`src/rtl/mul_share_arbiter.sv`:
```
`default_nettype none
// ============================================================================
//  Module   : mul_share_arbiter
//  Purpose  : Round-robin arbiter sharing one iterative shift-add multiplier
//             between two requesters (signed/unsigned, 2*WIDTH-bit product).
//  Revision : 1.0  initial release
// ============================================================================
module mul_share_arbiter #(
    parameter int WIDTH = 16
) (
    input  logic               Clock,
    input  logic               Reset,
    input  logic               iReq0,
    input  logic [WIDTH-1:0]   iA0,
    input  logic [WIDTH-1:0]   iB0,
    input  logic               iSigned0,
    input  logic               iReq1,
    input  logic [WIDTH-1:0]   iA1,
    input  logic [WIDTH-1:0]   iB1,
    input  logic               iSigned1,
    output logic               oGrant0,
    output logic               oGrant1,
    output logic               oDone0,
    output logic               oDone1,
    output logic [2*WIDTH-1:0] oResult,
    output logic               oBusy
);

    localparam int c_CNT_W = (WIDTH > 1) ? $clog2(WIDTH) : 1;
    localparam logic [c_CNT_W-1:0] c_LAST = c_CNT_W'(WIDTH - 1);

    localparam logic [1:0] c_IDLE = 2'd0;
    localparam logic [1:0] c_RUN  = 2'd1;
    localparam logic [1:0] c_DONE = 2'd2;

    logic [1:0]         r_state;
    logic [1:0]         w_nextState;
    logic [c_CNT_W-1:0] r_cnt;
    logic               r_owner;
    logic               r_lastGrant;
    logic               r_negate;
    logic [WIDTH-1:0]   r_mcand;
    logic [2*WIDTH-1:0] r_addend;
    logic [2*WIDTH-1:0] r_acc;
    logic [2*WIDTH-1:0] r_result;

    logic               w_start;
    logic               w_pick1;
    logic [WIDTH-1:0]   w_selA;
    logic [WIDTH-1:0]   w_selB;
    logic               w_selSigned;
    logic [WIDTH-1:0]   w_magA;
    logic [WIDTH-1:0]   w_magB;
    logic               w_neg;
    logic [2*WIDTH-1:0] w_accNext;
    logic [2*WIDTH-1:0] w_product;

    // On contention the requester that was not granted last wins.
    assign w_start     = iReq0 | iReq1;
    assign w_pick1     = iReq1 & (~iReq0 | ~r_lastGrant);
    assign w_selA      = w_pick1 ? iA1 : iA0;
    assign w_selB      = w_pick1 ? iB1 : iB0;
    assign w_selSigned = w_pick1 ? iSigned1 : iSigned0;

    // Magnitudes fit in WIDTH unsigned bits, including the most negative value.
    assign w_magA = (w_selSigned & w_selA[WIDTH-1]) ? (-w_selA) : w_selA;
    assign w_magB = (w_selSigned & w_selB[WIDTH-1]) ? (-w_selB) : w_selB;
    assign w_neg  = w_selSigned & (w_selA[WIDTH-1] ^ w_selB[WIDTH-1]);

    assign w_accNext = r_acc + (r_mcand[0] ? r_addend : '0);
    assign w_product = r_negate ? (-w_accNext) : w_accNext;

    always_comb begin
        w_nextState = r_state;
        case (r_state)
            c_IDLE:  if (w_start) w_nextState = c_RUN;
            c_RUN:   if (r_cnt == c_LAST) w_nextState = c_DONE;
            c_DONE:  w_nextState = c_IDLE;
            default: w_nextState = c_IDLE;
        endcase
    end

    always_ff @(posedge Clock) begin
        if (Reset) begin
            r_state <= c_IDLE;
        end else begin
            r_state <= w_nextState;
        end
    end

    always_ff @(posedge Clock) begin
        if (Reset) begin
            r_cnt       <= '0;
            r_owner     <= 1'b0;
            r_lastGrant <= 1'b1;
            r_negate    <= 1'b0;
            r_mcand     <= '0;
            r_addend    <= '0;
            r_acc       <= '0;
            r_result    <= '0;
        end else begin
            case (r_state)
                c_IDLE: begin
                    if (w_start) begin
                        r_owner     <= w_pick1;
                        r_lastGrant <= w_pick1;
                        r_negate    <= w_neg;
                        r_mcand     <= w_magA;
                        r_addend    <= {{WIDTH{1'b0}}, w_magB};
                        r_acc       <= '0;
                        r_cnt       <= '0;
                    end
                end
                c_RUN: begin
                    // One multiplicand bit per cycle, LSB first.
                    r_acc    <= w_accNext;
                    r_mcand  <= r_mcand >> 1;
                    r_addend <= r_addend << 1;
                    r_cnt    <= r_cnt + c_CNT_W'(1);
                    if (r_cnt == c_LAST) begin
                        r_result <= w_product;
                    end
                end
                default: begin
                end
            endcase
        end
    end

    assign oGrant0 = (r_state == c_RUN) && (r_cnt == '0) && !r_owner;
    assign oGrant1 = (r_state == c_RUN) && (r_cnt == '0) &&  r_owner;
    assign oDone0  = (r_state == c_DONE) && !r_owner;
    assign oDone1  = (r_state == c_DONE) &&  r_owner;
    assign oBusy   = (r_state != c_IDLE);
    assign oResult = r_result;

endmodule
`default_nettype wire
```
`config.mk`:
```
export PLATFORM = sky130hd
export DESIGN_NAME = mul_share_arbiter
export DESIGN_NICKNAME = d
export VERILOG_FILES = /design/src/rtl/mul_share_arbiter.sv
export SDC_FILE = /design/constraint.sdc
export NUM_CORES = 1
export LEC_CHECK = 0
export CORE_ASPECT_RATIO = 1.5
export CORE_UTILIZATION = 30
export CTS_CLUSTER_SIZE = 30
export DETAILED_ROUTE_END_ITERATION = 7
export GPL_ROUTABILITY_DRIVEN = 0
export PLACE_DENSITY = 0.57
export SKIP_LAST_GASP = 1
export SYNTH_ARGS = -nofsm -noshare
export SYNTH_HDL_FRONTEND = slang
export SYNTH_SLANG_ARGS = --single-unit
export TNS_END_PERCENT = 1
```
`constraint.sdc`:
```
create_clock -name Clock -period 4 [get_ports Clock]
set_input_delay 0.4 -clock Clock [delete_from_list [all_inputs] [get_ports Clock]]
set_output_delay 0.4 -clock Clock [all_outputs]
set_load 0.1 [all_outputs]
```
* Yosys cells after proc, flatten, opt, wreduce, memory -nomap -nowiden
Cells that the tools add are included.
W data, S select, Z words.
** Word-level totals
- Bits in registers :: 121
- Input port bits :: 70
- Output and inout port bits :: 37
- Logic and storage cells :: 60
** Cells by class
- Add/subtract/negate cells :: 5
- Equality and inequality tests :: 5
- Muxes and demuxes :: 18
- Bitwise gates (word level) :: 9
- Reductions and logical operators :: 14
** Operator list (number)
- $mux W32 :: 4
- $pmux W32 S2 :: 2
- $mux W16 :: 5
- $add A32 B32 Y32 :: 1
- $neg A16 Y16 :: 2
- $neg A32 Y32 :: 1
- $pmux W16 S2 :: 1
- $pmux W4 S2 :: 1
- $reduce_and A2 Y1 :: 4
- $logic_and A1 B1 Y1 :: 5
- $add A4 B1 Y4 const B :: 1
- $and A1 B1 Y1 :: 4
- $eq A4 B4 Y1 const B :: 1
- $logic_not A4 Y1 :: 1
- $mux W2 :: 2
- $mux W4 :: 1
- $ne A2 B2 Y1 const B :: 2
- $pmux W2 S2 :: 1
- $reduce_bool A2 Y1 :: 2
- $eq A2 B1 Y1 const B :: 1
- $eq A2 B2 Y1 const B :: 1
- $logic_not A2 Y1 :: 1
- $not A1 Y1 :: 2
- $or A1 B1 Y1 :: 2
- 3 further kinds :: 3

* Longest topological paths before layout
- Depth after elaboration :: 8
- Mapped depth :: 15
- Gate-level depth less buffers :: 13

* Worst setup path before layout
Ideal clock, no wire load.
- Path kind :: reg2reg
- From :: register r_mcand[0]
- To :: register r_result[26], in the netlist oResult[26]
- Library setup time :: 0.133 ns
- Arrival :: 3.388 ns
- Required time :: 3.867 ns
- Path slack :: 0.479 ns
- Cell stages (with the launch flop) :: 15
- Buffers on the path :: 2
- Period minus slack after synthesis :: 3.521 ns
- Cells stage by stage :: dfxtp_1 clkbuf_1 and2_1 ha_1 buf_6 a21o_4 a21boi_4 o2bb2ai_2 or2_1 or3_4 a2111oi_4 nand3_1 or4_1 o21ai_1 a211oi_1
** On the way
- Longest elaborated chain between the ends :: 4
** Ends and longest elaborated chain
- from (decl) :: RTL line 42 : logic [WIDTH-1:0] r_mcand;
- from (signal assigned) :: RTL line 108 : r_mcand <= w_magA;
- from (signal assigned) :: RTL line 117 : r_mcand <= r_mcand >> 1;
- $mux W32 (*) :: RTL line 70 : assign w_accNext = r_acc + (r_mcand[0] ? r_addend : '0);
- $add A32 B32 Y32 (*) :: RTL line 70
- $neg A32 Y32 :: RTL line 71 : assign w_product = r_negate ? (-w_accNext) : w_accNext;
- $mux W32 (*) :: RTL line 71
- to (signal assigned) :: RTL line 121 : r_result <= w_product;
- to (decl) :: RTL line 45 : logic [2*WIDTH-1:0] r_result;
Every way passes the cells marked *; elsewhere a longest branch is shown, timed or not.
A chain may end at the register's enable or synchronous reset.

* Worst setup path in the final report
- From :: register r_mcand[0]
- To :: register r_result[29], in the netlist oResult[29]
The elaborated chain is that of the path after synthesis.

==> impl_results.rst <==
.. list-table::
   :header-rows: 1

   * - Metric
     - Value
   * - Adder-cell area share of the yosys netlist
     - roughly 5.3%
   * - Vias per cell
     - ~5.2
   * - Largest fanout on the critical path
     - 10
   * - Layout overhead on the synthesized area
     - 27.0%
   * - Routed vias
     - between 8000 and 9000
   * - ANT cells
     - 0
   * - Outcome
     - complete, no violations
   * - Primary flip-flop cell chosen by synthesis mapping
     - sky130_fd_sc_hd__dfxtp_1
   * - Count of H-tree levels built during CTS
     - 4
   * - Overall overflow remaining after global route
     - 0
   * - Summed instance area of the synthesized netlist
     - 8940 um2
   * - Reg2reg end
     - oResult[29]
   * - R2r startpoint
     - r_mcand[0]
   * - Clock insertion delay at the later pin of the skew report
     - around 440 ps
   * - DRT iter0 DRCs
     - around 390
   * - Data required time at the worst endpoint
     - between 4000 and 5000 ps
   * - Post-layout instance count excluding filler cells
     - approximately 1700
   * - Post-synthesis average cell area
     - approximately 7.6 um2
   * - Seq/Total Area, Yosys
     - about 27%
   * - Maximum count of clock buffers along a single path
     - 2
   * - Total Routed Length
     - 25.2 mm
   * - Final worst path period need
     - approximately 3800 ps
   * - Most numerous cell in the Yosys netlist
     - sky130_fd_sc_hd__nand2_1
   * - Reg area
     - 2420 um2
   * - Highest attainable clock frequency
     - ~260 MHz
   * - Number of antenna violations at the first check in global routing
     - 0
   * - Die height
     - 213 um
   * - Number of synthesized register bits
     - approximately 120
   * - Core Rows
     - 77
   * - Initial core utilization
     - about 30%
   * - Die outline area
     - just over 30000 um2
   * - Share of the synthesized area in compound gates (AO/OA/AOI/OAI)
     - between 20% and 30%
   * - Final setup fails
     - 0
   * - RSZ-0062 raised after global routing
     - no
   * - Clock transition at the registers of the reported paths
     - approximately 60 ps
   * - Simple-Gate Fraction of Synth Area
     - 26.0%
   * - Cell types with the largest area share after synthesis
     - sky130_fd_sc_hd__dfxtp_1, sky130_fd_sc_hd__a21oi_1, sky130_fd_sc_hd__nand2_1
   * - Share of final-layout standard cells stronger than drive strength 1
     - 11.6%
   * - Ys async rst share
     - 0%
   * - Final cell utilization of the core
     - between 30 and 40%
   * - Pre-antenna DRT Iters
     - 4
   * - Sink count of the clock tree
     - 121
   * - Placed cell count
     - roughly 1700
   * - Half-perimeter wire length of the detailed placement result
     - approximately 20 mm
   * - Layout Nets
     - roughly 1400
   * - DR top layer
     - met4
   * - TritonCTS clock tree
     - built
   * - Number of warning messages in the yosys log
     - 0
   * - Final Max Tran Viols
     - 0
   * - Hold Path Depth
     - 2
   * - Number of cells on the worst reg-to-reg path
     - 16
   * - Startpoint-to-endpoint class of the critical path
     - flip-flop to flip-flop
   * - Arrival time at the worst endpoint
     - between 4000 and 5000 ps
   * - Post-synth top area cell
     - sky130_fd_sc_hd__dfxtp_1
   * - Clock Root Buffer
     - sky130_fd_sc_hd__clkbuf_16
   * - Maximum number of pins on one net before global-route repair
     - 83
   * - EDFF count, synth
     - 0
   * - Top cells by instance count after synthesis
     - sky130_fd_sc_hd__nand2_1, sky130_fd_sc_hd__a21oi_1, sky130_fd_sc_hd__dfxtp_1
   * - Placeable Area
     - 29400 um2
   * - Mean routed wirelength per cell
     - 14.8 um
   * - CP endpoint kind
     - flip-flop
   * - Number of distinct standard cells referenced by the synthesized netlist
     - a little over 80
   * - Met1 Routed Length
     - between 10 and 15 mm
   * - Number of hold violations in the final report
     - 0
   * - Number of global-route vias before repair
     - 8977
   * - Worst Setup Start Kind
     - flip-flop
   * - Hold Path End
     - r_negate
   * - Residual antenna-violating net count after detailed routing
     - 0
   * - Period utilisation layout
     - a little over nine tenths
   * - Multiplexer share of the synthesized area
     - 4.62%
   * - Port Buffers
     - around 110
   * - Portion of synthesized cell area occupied by the leading cell type
     - 27.1%
   * - Number of primary I/O pins
     - approximately 110
   * - Path type of the worst min-delay path
     - input port to flip-flop
   * - Number of hold buffers added after cts
     - 0
   * - Wire length on met3
     - ~1.0 mm
   * - Filler Cell Count
     - about 3000
   * - Net count after synthesis
     - around 1300
   * - Cell leakage power
     - 4.27 nW
   * - CTS buffer count
     - 17
   * - Source of the worst hold timing path
     - Reset
   * - Maximum clock skew at final layout
     - 7.03 ps
   * - DRC violation count after routing
     - 0
   * - Synth Instances
     - approximately 1200
   * - Setup TNS
     - 0 ps
   * - Met2 layer wire length in the routed design
     - 12.1 mm
   * - Wire length of the first global-routing pass
     - approximately 43 mm
   * - Max_slew headroom
     - between 30% and 40%
   * - Number of max-capacitance violations reported
     - 0
   * - Slew at the pin closest to its max-slew limit
     - between 1000 and 1500 ps
   * - Global Route Usage Sum
     - roughly 18%
   * - Largest family of logic cells by synthesized area
     - simple AND/OR/NAND/NOR gates
   * - Synth Area in XOR/XNOR
     - 6.47%
   * - Pwr dens
     - 304 nW/um2
   * - Max rail drop VDD
     - approximately 0.00024 V
   * - Combined area of the multi-input logic cells
     - slightly above 6000 um2
   * - Overall power of the completed layout
     - approximately 3.4 mW
   * - FF-to-FF setup slack
     - 210 ps
   * - Die width
     - ~140 um
cell families after synthesis:
logic type,Yosys count
simple gates,475
compound gates,344
flops,121
buf+inv,95
xor+xnor,66
mux,41
fa+ha+maj,37
routing by layer:
layer	track usage (%)	vias to the layer above
li1	-	4547
met1	20.4	4068
met2	30.2	190
met3	2.88	65
met4	9.97	0
met5	0	-
power breakdown:
group	internal [mW]	total, mW	leakage, nW	switching (mW)
Combinational	0.289	0.692	3.02	0.403
Sequential	1.25	1.29	0.982	0.0348
Clock	0.872	1.47	0.266	0.599
Total	2.41	3.45	4.27	1.04
critical path, stage by stage (launching register included):
cell and delay (ps):
sky130_fd_sc_hd__dfxtp_2 370, sky130_fd_sc_hd__and2_1 180, sky130_fd_sc_hd__ha_1 220, sky130_fd_sc_hd__fa_1 450
sky130_fd_sc_hd__a21oi_2 190, sky130_fd_sc_hd__or3_1 170, sky130_fd_sc_hd__a21boi_1 130, sky130_fd_sc_hd__nor2_1 180
sky130_fd_sc_hd__buf_4 130, sky130_fd_sc_hd__a311oi_1 70, sky130_fd_sc_hd__buf_4 180, sky130_fd_sc_hd__a2111oi_4 460
sky130_fd_sc_hd__buf_4 190, sky130_fd_sc_hd__nand4b_2 110, sky130_fd_sc_hd__o41ai_2 360, sky130_fd_sc_hd__xor2_1 100
sky130_fd_sc_hd__a22o_1 190
state kept, by name, summed over array words and instances (netlist names):
register and cells:
r_negate 1, r_mcand 16, r_owner 1, r_acc 32
r_state 2, r_cnt 4, oResult 32, r_addend 32
r_lastGrant 1
placed cells by master, fill, tap and decap left out, types with 5 or more instances in the layout:
cell / instances
sky130_fd_sc_hd__clkbuf_16: 17
sky130_fd_sc_hd__inv_1: 14
sky130_fd_sc_hd__clkdlybuf4s50_1: 104
sky130_fd_sc_hd__nor2_1: 107
sky130_fd_sc_hd__o21ai_0: 35
sky130_fd_sc_hd__nor3_1: 41
sky130_fd_sc_hd__o211ai_1: 5
sky130_fd_sc_hd__and2_1: 40
sky130_fd_sc_hd__or3_1: 13
sky130_fd_sc_hd__a211o_1: 5
sky130_fd_sc_hd__xnor2_1: 34
sky130_fd_sc_hd__buf_4: 73
sky130_fd_sc_hd__a22oi_1: 36
sky130_fd_sc_hd__a211oi_1: 31
sky130_fd_sc_hd__a21oi_1: 125
sky130_fd_sc_hd__xor2_1: 32
sky130_fd_sc_hd__dfxtp_1: 120
sky130_fd_sc_hd__a21oi_2: 5
sky130_fd_sc_hd__nand3_1: 62
sky130_fd_sc_hd__mux2i_1: 39
sky130_fd_sc_hd__o21a_1: 6
sky130_fd_sc_hd__a21o_1: 17
sky130_fd_sc_hd__nor4_1: 11
sky130_fd_sc_hd__ha_1: 36
sky130_fd_sc_hd__nand4_1: 12
sky130_fd_sc_hd__o31ai_1: 8
sky130_fd_sc_hd__and3_1: 13
sky130_fd_sc_hd__a31oi_1: 17
sky130_fd_sc_hd__nand2_1: 131
sky130_fd_sc_hd__nand2b_1: 7
area by class of cell:
type | instances | area share (%)
clock buffer | 19 | 3.90
clock inverter | 13 | 1.08
inverter | 14 | 0.463
multi-input combinational | 963 | 54.3
sequential | 121 | 21.4
tap | 395 | 4.35
timing repair buffer | 180 | 14.5
per-stage QoR:
step | instance area (um2) | worst slack (ps) | hold slack [ps]
after floorplan | 8940 | 479 | 441
after global placement | 10800 | 234 | 448
after detailed placement | 10800 | 134 | 447
after CTS | 11300 | 106 | 373
after global routing | 11300 | 0.972 | 397
final | 11300 | 208 | 389
worst max path at each step:
stage / start / end / slack [ps] / cells past startpoint
3_5_place_dp: r_mcand[0] / oResult[27] / 130 / 13
3_3_place_gp: r_mcand[0] / oResult[28] / 230 / 13
5_1_grt: r_mcand[0] / oResult[28] / 1 / 15
6_report: r_mcand[0] / oResult[29] / 210 / 16
4_1_cts: r_mcand[0] / oResult[27] / 110 / 13
2_1_floorplan: r_mcand[0] / oResult[26] / 480 / 14
what timing repair did:
| action | 4_1_cts | 5_1_grt |
|---|---|---|
| gates resized for setup | 0 | 3 |
| endpoints found under the setup margin | 0 | 15 |
| hold endpoints to repair | 0 | 0 |
| setup buffers | 0 | 2 |
Power figures use the tool's default switching activity.
